--- src/rtl/async_fifo_pkg.sv ---
// Shared async-FIFO helpers for the write- and read-side pointer controllers.
// Functions work on 32-bit vectors; callers zero-extend and keep the low bits.
package async_fifo_pkg;

  localparam int PTR_MAX_W = 32;

  function automatic int fifo_depth(input int addr_len);
    return 1 << addr_len;
  endfunction

  function automatic logic [PTR_MAX_W-1:0] bin_to_gray(input logic [PTR_MAX_W-1:0] b);
    return b ^ (b >> 1);
  endfunction

  function automatic logic [PTR_MAX_W-1:0] gray_to_bin(input logic [PTR_MAX_W-1:0] g);
    logic [PTR_MAX_W-1:0] b;
    b = '0;
    for (int i = 0; i < PTR_MAX_W; i++) b[i] = ^(g >> i);
    return b;
  endfunction

endpackage

--- src/rtl/gray2bin.sv ---
// Gray-to-binary converter, purely combinational.
// No state, no latency, no backpressure.
module gray2bin #(
  parameter int WIDTH = 4
) (
  input  logic [WIDTH-1:0] gray_i,
  output logic [WIDTH-1:0] bin_o
);

  always_comb begin
    bin_o = '0;
    for (int i = 0; i < WIDTH; i++) bin_o[i] = ^(gray_i >> i);
  end

endmodule

--- src/rtl/wptr_level_ctrl.sv ---
// Async-FIFO write-side pointer, full/almost-full/overflow flags and fill level.
// Flags/pointer/level register one cycle after accept; wen_o is combinational.
// Writes are refused while full; optional drop counter under WPTR_DROP_CNT_EN.
module wptr_level_ctrl
  import async_fifo_pkg::*;
#(
  parameter int ADDR_LEN     = 8,
  parameter int AFULL_THRESH = 2**ADDR_LEN - 2
) (
  input  logic                wclk,
  input  logic                wrst_n,
  input  logic                wincr_i,
  input  logic [ADDR_LEN:0]   r2wptr_sync_i,
  input  logic                wovf_clr_i,
  output logic                wen_o,
  output logic [ADDR_LEN-1:0] fifo_waddr_o,
  output logic [ADDR_LEN:0]   wptr_o,
  output logic                wfull_o,
  output logic                wafull_o,
  output logic                wovf_o,
`ifdef WPTR_DROP_CNT_EN
  output logic [ADDR_LEN:0]   wlevel_o,
  output logic [7:0]          wdrop_cnt_o
`else
  output logic [ADDR_LEN:0]   wlevel_o
`endif
);

  localparam int W     = ADDR_LEN + 1;
  localparam int DEPTH = fifo_depth(ADDR_LEN);
  localparam logic [W-1:0] AFULL_LVL = W'((AFULL_THRESH > DEPTH) ? DEPTH : AFULL_THRESH);

  logic [W-1:0] wbin_q, wbin_d;
  logic [W-1:0] wptr_q, wptr_d;
  logic [W-1:0] wlevel_q, wlevel_d;
  logic [W-1:0] rbin;
  logic         wfull_q, wfull_d;
  logic         wafull_q, wafull_d;
  logic         wovf_q, wovf_d;
  logic         wen, rej;

  gray2bin #(.WIDTH(W)) u_rptr_g2b (
    .gray_i (r2wptr_sync_i),
    .bin_o  (rbin)
  );

  always_comb begin
    wen      = wincr_i & ~wfull_q;
    rej      = wincr_i & wfull_q;
    wbin_d   = wbin_q + W'(wen);
    wptr_d   = wbin_d ^ (wbin_d >> 1);
    // Full when pointers match except the two MSBs, compared in Gray space
    wfull_d  = (wptr_d == {~r2wptr_sync_i[ADDR_LEN:ADDR_LEN-1], r2wptr_sync_i[ADDR_LEN-2:0]});
    wlevel_d = wbin_d - rbin;
    wafull_d = (wlevel_d >= AFULL_LVL);
    wovf_d   = wovf_q;
    if (rej)             wovf_d = 1'b1;
    else if (wovf_clr_i) wovf_d = 1'b0;
  end

  always_ff @(posedge wclk or negedge wrst_n) begin
    if (!wrst_n) begin
      wbin_q   <= '0;
      wptr_q   <= '0;
      wlevel_q <= '0;
      wfull_q  <= 1'b0;
      wafull_q <= 1'b0;
      wovf_q   <= 1'b0;
    end else begin
      wbin_q   <= wbin_d;
      wptr_q   <= wptr_d;
      wlevel_q <= wlevel_d;
      wfull_q  <= wfull_d;
      wafull_q <= wafull_d;
      wovf_q   <= wovf_d;
    end
  end

`ifdef WPTR_DROP_CNT_EN
  logic [7:0] wdrop_cnt_q, wdrop_cnt_d;

  // A rejected write in the clearing cycle restarts the count at one
  always_comb begin
    wdrop_cnt_d = wdrop_cnt_q;
    if (rej) begin
      if (wovf_clr_i)                wdrop_cnt_d = 8'd1;
      else if (wdrop_cnt_q != 8'hFF) wdrop_cnt_d = wdrop_cnt_q + 8'd1;
    end else if (wovf_clr_i) begin
      wdrop_cnt_d = 8'd0;
    end
  end

  always_ff @(posedge wclk or negedge wrst_n) begin
    if (!wrst_n) wdrop_cnt_q <= 8'd0;
    else         wdrop_cnt_q <= wdrop_cnt_d;
  end

  assign wdrop_cnt_o = wdrop_cnt_q;
`endif

  assign wen_o        = wen;
  assign fifo_waddr_o = wbin_q[ADDR_LEN-1:0];
  assign wptr_o       = wptr_q;
  assign wfull_o      = wfull_q;
  assign wafull_o     = wafull_q;
  assign wovf_o       = wovf_q;
  assign wlevel_o     = wlevel_q;

endmodule

--- config.mk ---
export PLATFORM = sky130hd
export DESIGN_NAME = wptr_level_ctrl
export DESIGN_NICKNAME = d
export VERILOG_FILES = /design/src/rtl/async_fifo_pkg.sv /design/src/rtl/gray2bin.sv /design/src/rtl/wptr_level_ctrl.sv
export SDC_FILE = /design/constraint.sdc
export NUM_CORES = 1
export LEC_CHECK = 0
export ABC_AREA = 1
export CORE_MARGIN = 2
export CORE_UTILIZATION = 35
export CTS_BUF_LIST = sky130_fd_sc_hd__clkbuf_16
export DETAILED_ROUTE_END_ITERATION = 16
export PLACE_DENSITY = 0.62
export SYNTH_ARGS = -nofsm -noshare
export SYNTH_HDL_FRONTEND = slang
export SYNTH_SLANG_ARGS = --single-unit
--- constraint.sdc ---
create_clock -name wclk -period 3.1 [get_ports wclk]
set_clock_uncertainty 0.15 [all_clocks]
set_input_delay 0.31 -clock wclk [delete_from_list [all_inputs] [get_ports wclk]]
set_output_delay 0.31 -clock wclk [all_outputs]
set_load 0.005 [all_outputs]
Word-level counts from Yosys, hierarchy flattened
Index checks and enable logic that the tools add are counted.
- register bits: 30
- input port bits: 13
- output and inout port bits: 30
- logic and storage cells: 27
- add/subtract/negate cells: 2
- $lt $le $gt $ge: 1
- equality and inequality tests: 1
- mux-type cells: 2
- bitwise operators: 5
- reduce and logical (&&, ||, !) cells: 10
- operator list (kind ; count):
    XOR reduction 9 bit ; 9
    adder 9 x 1 -> 9 bit ; 1
    equality test 9 bit ; 1
    greater-or-equal comparator 9 x 8 -> 1 bit (second input constant) ; 1
    subtractor 9 bit ; 1
    XOR 9 x 8 -> 9 bit ; 1
    bitwise AND 1 bit ; 2
    two-way mux 1 bit ; 2
    inverter 2 bit ; 1
    nonzero test 2 bit ; 1
    inverter 1 bit ; 1

Depth between registers and ports, before layout
Gate-level depths: netlist (run 1).
- depth in word-level cells: 5
- depth in mapped cells: 22
- mapped depth without buffers: 22

Hierarchy
From an unflattened synthesis (run 1), not the netlist that was laid out.
- cell total of the unflattened synthesis: 306
- area, all modules: 2137.0 µm²
- by module, submodules not included (module ; instances ; cells an instance ; area an instance (µm²) ; sequential area each (µm²)):
    wptr_level_ctrl ; 1 ; 241 ; 1834.3 ; 725.7
    gray2bin ; 1 ; 65 ; 302.8 ; 0.0

Worst setup path before layout (run 1)
Ideal clock, no wire load.
- path type: flip-flop to flip-flop
- start: register wfull_q (netlist: wfull_o)
- end: register wafull_q (netlist: wafull_o)
- library setup time: 0.065 ns
- arrival time: 2.401 ns
- path slack: 0.484 ns
- cell stages (with the launch flop): 21
- buffers on the path: 0
- clock period less this slack: 2.616 ns
- cells stage by stage: dfrtp_1 -> nor2_1 -> ha_1 -> nand2_2 -> inv_1 -> nand2_1 -> nand2_2 -> inv_1 -> ha_1 -> nand2_1 -> o21ai_0 -> nand2_1 -> nand2_1 -> nand2_1 -> nand2_1 -> nand2_1 -> nand2_1 -> nand2_1 -> a21oi_1 -> nand2_1 -> nand2_1
- longest elaborated chain between the ends: 5
- RTL lines (element ; RTL line ; text):
    start, declared ; wptr_level_ctrl.sv:37 ; logic wfull_q, wfull_d;
    start signal, assigned ; wptr_level_ctrl.sv:73 ; wfull_q <= wfull_d;
    inverter 1 bit ; wptr_level_ctrl.sv:48 ; wen = wincr_i & ~wfull_q;
    bitwise AND 1 bit ; wptr_level_ctrl.sv:48 ;
    net wen_o ; wptr_level_ctrl.sv:15 ; output logic wen_o,
    adder 9 x 1 -> 9 bit ; wptr_level_ctrl.sv:50 ; wbin_d = wbin_q + W'(wen);
    net wbin_d[2] ; wptr_level_ctrl.sv:33 ; logic [W-1:0] wbin_q, wbin_d;
    subtractor 9 bit ; wptr_level_ctrl.sv:54 ; wlevel_d = wbin_d - rbin;
    greater-or-equal comparator 9 x 8 -> 1 bit ; wptr_level_ctrl.sv:55 ; wafull_d = (wlevel_d >= AFULL_LVL);
    net wafull_d ; wptr_level_ctrl.sv:38 ; logic wafull_q, wafull_d;
    end signal, assigned ; wptr_level_ctrl.sv:74 ; wafull_q <= wafull_d;
    end, declared ; wptr_level_ctrl.sv:38 ;
The timed path passes the listed nets, and every way through them passes these cells.
A chain may end at the register's enable or synchronous reset.

Worst setup path after layout (run 1)
- start: input r2wptr_sync_i[4]
- end: register wafull_q (netlist: wafull_o)
- longest elaborated chain between the ends: 3
- elaborated cells on any way between the ends: 7
- RTL lines (element ; RTL line ; text):
    start, declared ; wptr_level_ctrl.sv:13 ; input logic [ADDR_LEN:0] r2wptr_sync_i,
    XOR reduction 9 bit ; gray2bin.sv:12 ; for (int i = 0; i < WIDTH; i++) bin_o[i] = ^(gray_i >> i);
    subtractor 9 bit (*) ; wptr_level_ctrl.sv:54 ;
    net wlevel_d[6] ; wptr_level_ctrl.sv:35 ; logic [W-1:0] wlevel_q, wlevel_d;
    greater-or-equal comparator 9 x 8 -> 1 bit (*) ; wptr_level_ctrl.sv:55 ;
    net wafull_d ; wptr_level_ctrl.sv:38 ;
Mark *: on every way through the listed nets, which the timed path passes. The rest lies on a longest branch.

==> results of run 1 <==
==> layer usage <==
layer / vias up / global-route usage [%] / share of wire (%)
met2: 37 / 23.2 / 45
met3: 7 / 2.81 / 4.3
met4: 0 / 7.14 / 2.1
met1: 697 / 19.4 / 48
met5: - / 0 / 0
li1: 834 / - / -
==> synthesized netlist by cell type <==
library cell,count
nand2_1,68
inv_1,42
dfrtp_1,29
xor2_1,16
nand3_1,13
nor2_1,9
ha_1,8
xnor2_1,7
o21ai_0,6
nand2_2,5
a21oi_1,3
nand3b_1,3
and2_1,2
inv_2,2
nor2_2,2
a31oi_1,1
fa_1,1
nand3_2,1
nand4_1,1
nor3_1,1
o21ai_1,1
o21ai_2,1
o21bai_1,1
o22ai_1,1
xor2_2,1
==> where the power goes <==
| group | switching (W) | total, W | internal (W) |
|---|---|---|---|
| Clock | 0.000151 | 0.000437 | 0.000287 |
| Combinational | 0.000810 | 0.00168 | 0.000870 |
| Sequential | 0.0000864 | 0.000658 | 0.000572 |
==> registers in the layout, summed over array words and instances, names as in the netlist <==
name,flops
wptr_o,8
wafull_o,1
wovf_o,1
wbin_q,9
wfull_o,1
wlevel_o,9
==> repair_timing <==
item / in CTS / in global routing
setup endpoints to repair: 0 / 2
gates resized for setup: 0 / 9
endpoints found under the hold margin: 0 / 0
buffers inserted: 0 / 0
==> stage by stage <==
stage | setup WS [ns] | hold WS [ns] | cell area [um^2]
floorplan | 0.484 | -0.136 | 1760
global placement | -0.108 | 0.369 | 2470
detailed placement | -0.160 | 0.369 | 2470
CTS | 0.105 | 0.293 | 2610
global route | -0.000775 | 0.320 | 2650
finish | 0.238 | 0.281 | 2650
==> path summary, 6_finish.rpt <==
| path | to | from | cells after the start | slack [ns] |
|---|---|---|---|---|
| max | wafull_o | r2wptr_sync_i[4] | 19 | 0.24 |
| min | wbin_q[8] | wrst_n | 2 | 0.28 |
| max reg2reg | wafull_o | wfull_o | 19 | 0.46 |
| min reg2reg | wovf_o | wovf_o | 2 | 0.38 |
| max in group asynchronous | wlevel_o[8] | wrst_n | 2 | 2.25 |
| min in group wclk | wovf_o | wovf_o | 2 | 0.38 |
==> cells by family (layout without fill, tap and decap cells) <==
family / count (synthesis) / in the layout / synth area share (%)
AO/OA/AOI/OAI: 14 / 14 / 4.47
adder cells (fa/ha/maj): 9 / 9 / 6.82
flip-flops: 29 / 29 / 41.2
buffers and inverters: 44 / 121 / 9.38
XOR/XNOR: 24 / 24 / 12.4
AND/OR/NAND/NOR: 105 / 105 / 25.8
==> layout by cell type (no fill, tap or decap), types with 3 or more instances in the layout <==
cell,instances
nand2_1,68
inv_1,45
clkdlybuf4s50_1,39
dfrtp_1,29
buf_4,27
xor2_1,14
nand3_1,13
nor2_1,8
ha_1,7
o21ai_0,6
nand2_2,5
xnor2_1,5
clkbuf_16,5
nor2_2,3
xor2_2,3
a21oi_1,3
nand3b_1,3
dlymetal6s2s_1,3
==> layout make-up <==
cell class | instances | area (um^2) | share of cell area [%]
multi-input combinational | 152 | 906 | 34.2
sequential | 29 | 726 | 27.4
timing repair buffer | 69 | 631 | 23.8
inverter | 44 | 165 | 6.24
clock buffer | 5 | 125 | 4.73
tap | 67 | 83.8 | 3.17
clock inverter | 3 | 11.3 | 0.425
==> key figures, run 1 <==
Global route
  – Largest net degree at the start of global routing: 30
  – GRT Overall Usage: 14.7%
  – Global route total overflow: 0
  – Initial antenna violation count: 0
  – Vias in the first global route: 1439
  – Wire length of the first global-routing pass: ~6.2 mm

Clock tree
  – Hold Buf Count CTS: 0
  – H-tree Lvls: 2
  – CTS buffer count: 5
  – Clk_lat worst skew: ~0.27 ns
  – TritonCTS clock tree: built
  – CTS sink cnt: 29
  – Reg clk slew, reported paths: 0.05 ns
  – Max Root-Sink Buffers: 2
  – Clock Tree Root: clkbuf_16

Synth
  – Mean area per synthesized cell: a little under 8 um^2
  – Leading area contributor after synthesis: dfrtp_1
  – Yosys top cell area share: just over 40%
  – Library cells used by synthesis: 25
  – Ys Warns: 0
  – Leading post-synthesis cells by cell area: dfrtp_1 (41%), nand2_1 (14%), inv_1 (8.9%)
  – Synth Net Count: approximately 250
  – Post-synthesis instance area: 1760 um^2
  – Post-synthesis register bit count: 29
  – Syn Inst Count: 225
  – Sequential fraction of the synthesis area: a little over 40%

STA
  – Final min period: between 2 and 3 ns
  – TNS Setup: 0 ns
  – Fin. max-slew vios: 0
  – # setup viols final: 0
  – Worst-margin pin slew: 0.366 ns
  – Normalized max-slew margin: approximately three quarters
  – Fin. Hold Viols: 0
  – Part of the cycle the worst path needs: between 90% and 100%
  – Achievable Freq: approximately 350 MHz

Floorplanning
  – IO Pins: 43
  – Area of the core: between 4000 and 5000 um^2
  – Starting Density: a little under two fifths
  – Die W: 74.9 um
  – Die ar.: 5620 um^2
  – Rows: 25
  – Die height: between 70 and 80 um

Worst setup path
  – CP Cell Sequence: clkdlybuf4s50_1 -> inv_1 -> nand2_1 -> nand2_1 -> xor2_2 -> xor2_2 -> xor2_1 -> ha_2 -> fa_1 -> inv_1 -> a31oi_1 -> inv_1 -> nand3_1 -> nand2_1 -> nand2_1 -> nand3b_1 -> nand2_1 -> nand2_1 -> nand2_1
  – CP max FO: 3
  – Largest stage delay, worst path: approximately 0.51 ns
  – Crit path launch type: primary input
  – Setup crit end kind: register
  – Crit-path leading delay family: buffers and inverters
  – Worst EP required: 3.11 ns
  – Most Frequent Cell on Critical Path: nand2_1
  – CP arrival: approximately 2.9 ns
  – Type of the worst setup path: in2reg
  – Critical Path Slowest Stage Cell: clkdlybuf4s50_1
  – Critical path buffer and inverter count: 4

Route
  – DRT antenna net count: 0
  – Via density: about 4.3
  – Initial drt markers: 67
  – DRC: 0
  – First-pass iteration count of the detailed router: 4
  – Total number of vias: about 1600
  – Routed len/inst: 10.1 um
  – DRT Wirelength: roughly 3.7 mm

Status
  – Status: complete, no violations

Pwr
  – PwrDens: 1050 nW/um^2
  – VDD IR-drop max: between 0.0004 and 0.0005 V
  – Lkg Pwr: 1.42 nW
  – Total Power: ~0.0028 W

Placed design
  – Placer Congestion: about 0.87
  – Port bufs: 42
  – Post-DP HPWL: slightly below 3 mm
  – DP Cell Count: 361

Layout
  – Fin cells: 369
  – Share of cells above drive strength 1: between 10% and 20%
  – Final #Nets: 323
  – Fill count: 450
  – Fin util: a little under three fifths
  – Synthesis-to-finish area growth: 50.3%
  – Antenna cell count: 0

Run
  – Max-Cap Viols: 0

Min path
  – Worst hold path class: in2async
No activity file was read; power rests on OpenSTA's default activity.
==> inputs of run 2 (changes only) <==
--- a/config.mk
+++ b/config.mk
@@ -7,10 +7,11 @@
 export LEC_CHECK = 0
 export ABC_AREA = 1
 export CORE_MARGIN = 2
-export CORE_UTILIZATION = 35
+export CORE_UTILIZATION = 40
 export CTS_BUF_LIST = sky130_fd_sc_hd__clkbuf_16
 export DETAILED_ROUTE_END_ITERATION = 16
-export PLACE_DENSITY = 0.62
+export PLACE_DENSITY = 0.69
+export RECOVER_POWER = 50
 export SYNTH_ARGS = -nofsm -noshare
 export SYNTH_HDL_FRONTEND = slang
 export SYNTH_SLANG_ARGS = --single-unit
==> key figures, run 2 (synthesized netlist as in run 1, its figures left out) <==
Status
  – Status: finished with violations
  – Failing checks: max-capacitance violations, max-slew violations

Route
  – DRC: 0 (unchanged)
  – DRT antenna net count: 0 (unchanged)
  – Total number of vias: 1585 (+0.63%)
  – First-pass iteration count of the detailed router: 4 (unchanged)
  – Routed len/inst: 10.9 um (+7.4%)
  – Initial drt markers: 66 (-1.5%)
  – Via density: 4.50 (+5.5%)
  – DRT Wirelength: 3.82 mm (+2.5%)

Clock tree
  – Reg clk slew, reported paths: 0.04 ns (about the same)
  – CTS buffer count: 5 (unchanged)
  – Clk_lat worst skew: 0.27 ns (about the same)
  – Hold Buf Count CTS: 0 (unchanged)
  – H-tree Lvls: 2 (unchanged)
  – CTS sink cnt: 29 (unchanged)
  – TritonCTS clock tree: built
  – Postcts setup bufs: 0 (unchanged)
  – Post_cts resized: 0 (unchanged)
  – Max Root-Sink Buffers: 2 (unchanged)
  – Clock Tree Root: clkbuf_16

Worst setup path
  – Worst EP required: 3.11 ns (about the same)
  – CP max FO: 2 (-1)
  – R2R setup slack: 0.41 ns (-0.05 ns)
  – CP arrival: 2.84 ns (-0.03 ns)
  – Type of the worst setup path: in2reg
  – Setup crit end kind: register
  – Crit path launch type: primary input

Run
  – Max-Cap Viols: 1 (+1)

Layout
  – Register area: 726 um^2 (unchanged)
  – Final Instance Area: 2620 um^2 (-0.95%)
  – Share of cells above drive strength 1: 16.3% (-0.22 points)
  – Fill count: 387 (-14%)
  – Fin util: 61.1% (+5.8 points)
  – Final #Nets: 321 (-0.62%)
  – Commonest cells after routing, fill and taps aside: nand2_1 (68), inv_1 (45), dfrtp_1 (29), clkdlybuf4s50_1 (26), buf_4 (23)
  – Antenna cell count: 0 (unchanged)
  – Synthesis-to-finish area growth: 48.9%
  – Commonest non-fill, non-tap cell in the layout: nand2_1
  – Area occupied by multi-input gates: 916 um^2 (+1.1%)

Floorplanning
  – Die height: 70.4 um (-6.1%)
  – Starting Density: 41.0% (+4.2 points)
  – Die W: 70.4 um (-6.1%)
  – Rows: 24 (-4.0%)
  – Die ar.: 4950 um^2 (-12%)
  – IO Pins: 43 (unchanged)
  – Area of the core: 4290 um^2 (-10%)

STA
  – Achievable Freq: 353 MHz (+1.1%)
  – Fin. Hold Viols: 0 (unchanged)
  – Worst-margin pin slew: 1.50 ns (+1.14 ns)
  – Part of the cycle the worst path needs: 91.3% (-0.99 points)
  – # setup viols final: 0 (unchanged)
  – Fin. max-slew vios: 29 (+29)
  – Setup ws final: 0.269 ns (+0.0307 ns)
  – Normalized max-slew margin: -0.266% (-76 points)
  – Hold WS: 0.382 ns (+0.101 ns)
  – Final min period: 2.83 ns (-0.0307 ns)

Global route
  – Initial antenna violation count: 0 (unchanged)
  – GRT Overall Usage: 16.8% (+2.1 points)
  – Global route total overflow: 0 (unchanged)
  – Vias in the first global route: 1505 (+4.6%)
  – Largest net degree at the start of global routing: 30 (unchanged)
  – Wire length of the first global-routing pass: 6.59 mm (+7.1%)

Placed design
  – Placer Congestion: 0.870 (+0.30%)
  – Post-Place Setup Slack: -0.148 ns (+0.0121 ns)
  – Cell Area, Placed: 2430 um^2 (-1.4%)
  – Post-DP HPWL: 2.95 mm (+0.16%)
  – Port bufs: 42 (unchanged)

Pwr
  – Switch Pwr: 0.00106 W (+1.6%)
  – VDD IR-drop max: 0.000512 V (+9.7%)
  – Pint: 0.00167 W (-3.1%)
  – Clock power frac: 15.9% (about the same)
  – Switching Share: 38.9% (+1.1 points)
  – Flop pwr share: 24.0% (+0.3 points)
  – PwrDens: 1040 nW/um^2 (-0.39%)
  – Logic gate share of total power: 60.1% (-0.4 points)
  – Lkg Pwr: 1.42 nW (about the same)

Min path
  – Worst hold path class: reg2reg
## run 2: cell count changes in the layout (fill, tap and decap cells not counted), sizes merged
cell,delta
buf,-4
clkdlybuf4s50,-13
dlygate4sd3,+12
dlymetal6s2s,+1
clkbuf,+2
## run 2: layout make-up
class,instances,area share (%)
Inverter,44,6.30
Timing Repair Buffer,67,23.4
Sequential cell,29,27.7
Clock buffer,5,4.77
Clock inverter,3,0.429
Multi-Input combinational cell,152,34.9
Tap cell,52,2.48
## run 2: power groups by stage
stage / clock network, W / registers (W) / logic [W]
after floorplan: 0 / 0.000685 / 0.000888
after global placement: 0 / 0.000665 / 0.00162
after detailed placement: 0 / 0.000671 / 0.00164
after CTS: 0.000450 / 0.000665 / 0.00166
final: 0.000436 / 0.000658 / 0.00164
after global routing: 0.000463 / 0.000682 / 0.00186
## run 2: path summary, 6_finish.rpt
check                                 start           to  depth (start not counted)
max                        r2wptr_sync_i[3]     wafull_o                         18
min                                  wovf_o       wovf_o                          2
max reg2reg                         wfull_o     wafull_o                         20
min reg2reg                          wovf_o       wovf_o                          2
max in group asynchronous            wrst_n  wlevel_o[8]                          2
min in group asynchronous            wrst_n    wptr_o[1]                          2
## run 2: layer usage
layer  routed length, um  track usage, %  up-vias  share of wire (%)
met5                   0               0        -                  0
met4                  68            6.41        0                1.8
met3                 208            5.19        8                5.4
met2                1820            27.1       39                 48
met1                1730            21.0      707                 45
li1                    -               -      831                  -
## run 2: worst max-delay path, cell delays in order
cell	delay, ns
clkdlybuf4s50_1	0.44
xnor2_1	0.29
xor2_2	0.20
xor2_2	0.19
xor2_1	0.17
ha_2	0.21
fa_2	0.21
inv_1	0.04
a31oi_1	0.19
inv_1	0.08
nand3_1	0.11
nand2_1	0.06
nand2_1	0.07
nand2_1	0.06
nand2_1	0.05
nand2_1	0.06
nand2_1	0.06
nand2_1	0.04
## run 2: per-stage QoR
step / cells / TNS, ns / total power (W)
2_1_floorplan: 225 / 0 / 0.00157
3_3_place_gp: 344 / -0.124 / 0.00228
3_5_place_dp: 344 / -0.248 / 0.00232
4_1_cts: 352 / 0 / 0.00278
5_1_grt: 352 / -0.000155 / 0.00301
6_report: 352 / 0 / 0.00274
==> inputs of run 3 (changes only) <==
--- a/config.mk
+++ b/config.mk
@@ -10,7 +10,7 @@
 export CORE_UTILIZATION = 40
 export CTS_BUF_LIST = sky130_fd_sc_hd__clkbuf_16
 export DETAILED_ROUTE_END_ITERATION = 16
-export PLACE_DENSITY = 0.69
+export PLACE_DENSITY = 0.73
 export RECOVER_POWER = 50
 export SYNTH_ARGS = -nofsm -noshare
 export SYNTH_HDL_FRONTEND = slang
==> key figures, run 3 (synthesized netlist as in run 1, its figures left out) <==
STA
  – TNS Setup: 0 ns (unchanged)
  – Fin. Hold Viols: 0 (unchanged)
  – Achievable Freq: 352 MHz (-0.36%)
  – Part of the cycle the worst path needs: 91.7% (+0.33 points)
  – Normalized max-slew margin: -3.14% (-2.9 points)
  – # setup viols final: 0 (unchanged)
  – Final min period: 2.84 ns (+0.0102 ns)
  – Setup ws final: 0.258 ns (-0.0102 ns)
  – Worst-margin pin slew: 1.55 ns (+0.0431 ns)
  – Fin. max-slew vios: 30 (+3.4%)

Floorplanning
  – Starting Density: 41.0% (unchanged)
  – IO Pins: 43 (unchanged)
  – Area of the core: 4290 um^2 (unchanged)
  – Rows: 24 (unchanged)
  – Die height: 70.4 um (unchanged)
  – Die ar.: 4950 um^2 (unchanged)
  – Die W: 70.4 um (unchanged)

Worst setup path
  – CP arrival: 2.90 ns (+0.06 ns)
  – R2R depth: 20 (unchanged)
  – Type of the worst setup path: in2reg
  – Worst EP required: 3.16 ns (+0.05 ns)
  – R2R setup slack: 0.45 ns (+0.04 ns)
  – Most Frequent Cell on Critical Path: nand2_1
  – CP max FO: 3 (+1)
  – Largest stage delay, worst path: 0.51 ns (+0.07 ns)
  – Crit path launch type: primary input
  – Setup crit end kind: register
  – CP Cell Sequence: clkdlybuf4s50_1 -> inv_1 -> nand2_1 -> nand2_1 -> xor2_2 -> xor2_2 -> xor2_1 -> ha_2 -> fa_2 -> inv_1 -> a31oi_2 -> inv_1 -> nand3_1 -> nand2_1 -> nor2_1 -> nand2_1 -> a21oi_1 -> nand2_1 -> nand2_1
  – Critical Path Slowest Stage Cell: clkdlybuf4s50_1

Run
  – Max-Cap Viols: 1 (unchanged)

Clock tree
  – TritonCTS clock tree: built
  – Postcts setup bufs: 0 (unchanged)
  – Clk_lat worst skew: 0.27 ns (about the same)
  – CTS sink cnt: 29 (unchanged)
  – Clock Tree Root: clkbuf_16
  – Max Root-Sink Buffers: 2 (unchanged)
  – CTS buffer count: 5 (unchanged)
  – H-tree Lvls: 2 (unchanged)
  – Hold Buf Count CTS: 0 (unchanged)
  – Reg clk slew, reported paths: 0.05 ns (about the same)
  – Post_cts resized: 0 (unchanged)

Pwr
  – Lkg Pwr: 1.39 nW (-1.7%)
  – Logic gate share of total power: 59.6% (-0.5 points)
  – PwrDens: 1040 nW/um^2 (-0.71%)
  – Switching Share: 38.8% (-0.083 points)
  – Switch Pwr: 0.00105 W (-1.8%)
  – VDD IR-drop max: 0.000537 V (+5.1%)
  – Flop pwr share: 24.4% (+0.4 points)
  – Clock power frac: 16.0% (about the same)
  – Pint: 0.00165 W (-1.4%)

Global route
  – Initial antenna violation count: 0 (unchanged)
  – Vias in the first global route: 1516 (+0.73%)
  – Global route total overflow: 0 (unchanged)
  – Wire length of the first global-routing pass: 6.20 mm (-5.9%)
  – GRT Overall Usage: 16.0% (-0.84 points)
  – Largest net degree at the start of global routing: 30 (unchanged)

Layout
  – Commonest non-fill, non-tap cell in the layout: nand2_1
  – Final #Nets: 318 (-0.93%)
  – Commonest cells after routing, fill and taps aside: nand2_1 (68), inv_1 (43), dfrtp_1 (29), clkdlybuf4s50_1 (26), buf_4 (20)
  – Share of cells above drive strength 1: 15.5% (-0.79 points)
  – Antenna cell count: 0 (unchanged)
  – Fill count: 381 (-1.6%)
  – Synthesis-to-finish area growth: 47.6%

Route
  – Initial drt markers: 70 (+6.1%)
  – Via density: 4.49 (-0.38%)
  – First-pass iteration count of the detailed router: 4 (unchanged)
  – Total number of vias: 1561 (-1.5%)
  – Routed len/inst: 10.6 um (-2.4%)
  – DRT antenna net count: 0 (unchanged)
  – DRT Wirelength: 3.69 mm (-3.5%)
  – DRC: 0 (unchanged)

Placed design
  – Post-Place Setup Slack: -0.199 ns (-0.0510 ns)
  – Port bufs: 42 (unchanged)
  – Post-DP HPWL: 2.98 mm (+0.92%)
  – Placer Congestion: 0.872 (+0.32%)

Status
  – Status: finished with violations
  – Failing checks: max-capacitance violations, max-slew violations

Min path
  – Worst hold path class: reg2reg
  – Worst Hold Depth: 2 (unchanged)
-- run 3: final timing paths --
| path | start | endpoint |
|---|---|---|
| worst max-delay path | r2wptr_sync_i[4] | wafull_o |
| worst min-delay path | wfull_o | wovf_o |
| worst max register to register | wfull_o | wafull_o |
| worst min register to register | wfull_o | wovf_o |
| max in group asynchronous | wrst_n | wlevel_o[8] |
| min in group asynchronous | wrst_n | wptr_o[2] |
-- run 3: worst max-delay path, delay by kind of cell --
| family | cells | cell delay, ns |
|---|---|---|
| buffers and inverters | 4 | 0.70 |
| AOI/OAI and AO/OA | 2 | 0.30 |
| adders and majority gates | 2 | 0.42 |
| xor gates and xnor gates | 3 | 0.56 |
| and+or+nand+nor | 8 | 0.59 |
-- run 3: power by group through the flow --
stage / clock, W / combinational, W / sequential [W]
after floorplan: 0 / 0.000888 / 0.000685
after global placement: 0 / 0.00158 / 0.000666
after detailed placement: 0 / 0.00161 / 0.000669
after CTS: 0.000446 / 0.00162 / 0.000664
after global routing: 0.000466 / 0.00182 / 0.000681
final: 0.000432 / 0.00161 / 0.000657
-- run 3: stage by stage --
stage / power [W] / util, % / hold WS (ns) / area, um^2 / instances
floorplan: 0.00157 / - / -0.136 / 1760 / 225
global placement: 0.00225 / 56.2 / 0.358 / 2410 / 341
detailed placement: 0.00228 / 56.2 / 0.363 / 2410 / 341
CTS: 0.00273 / 59.3 / 0.284 / 2540 / 348
global route: 0.00297 / 60.5 / 0.419 / 2600 / 348
finish: 0.00270 / 60.5 / 0.379 / 2600 / 348
-- run 3: final cells by class --
| cell class | instances | area (um^2) | share of cell area, % |
|---|---|---|---|
| clock buffer | 5 | 125 | 4.81 |
| clock inverter | 2 | 7.51 | 0.289 |
| inverter | 44 | 165 | 6.35 |
| multi-input combinational | 152 | 920 | 35.4 |
| sequential | 29 | 726 | 27.9 |
| tap | 52 | 65.1 | 2.50 |
| timing repair buffer | 64 | 592 | 22.8 |
-- run 3: per-layer routing --
metal	up-vias	track usage [%]	routed length, um
met3	7	4.62	157
met5	-	0	0
met4	0	6.62	60
met2	31	27.7	1800
met1	698	18.3	1670
li1	825	-	-
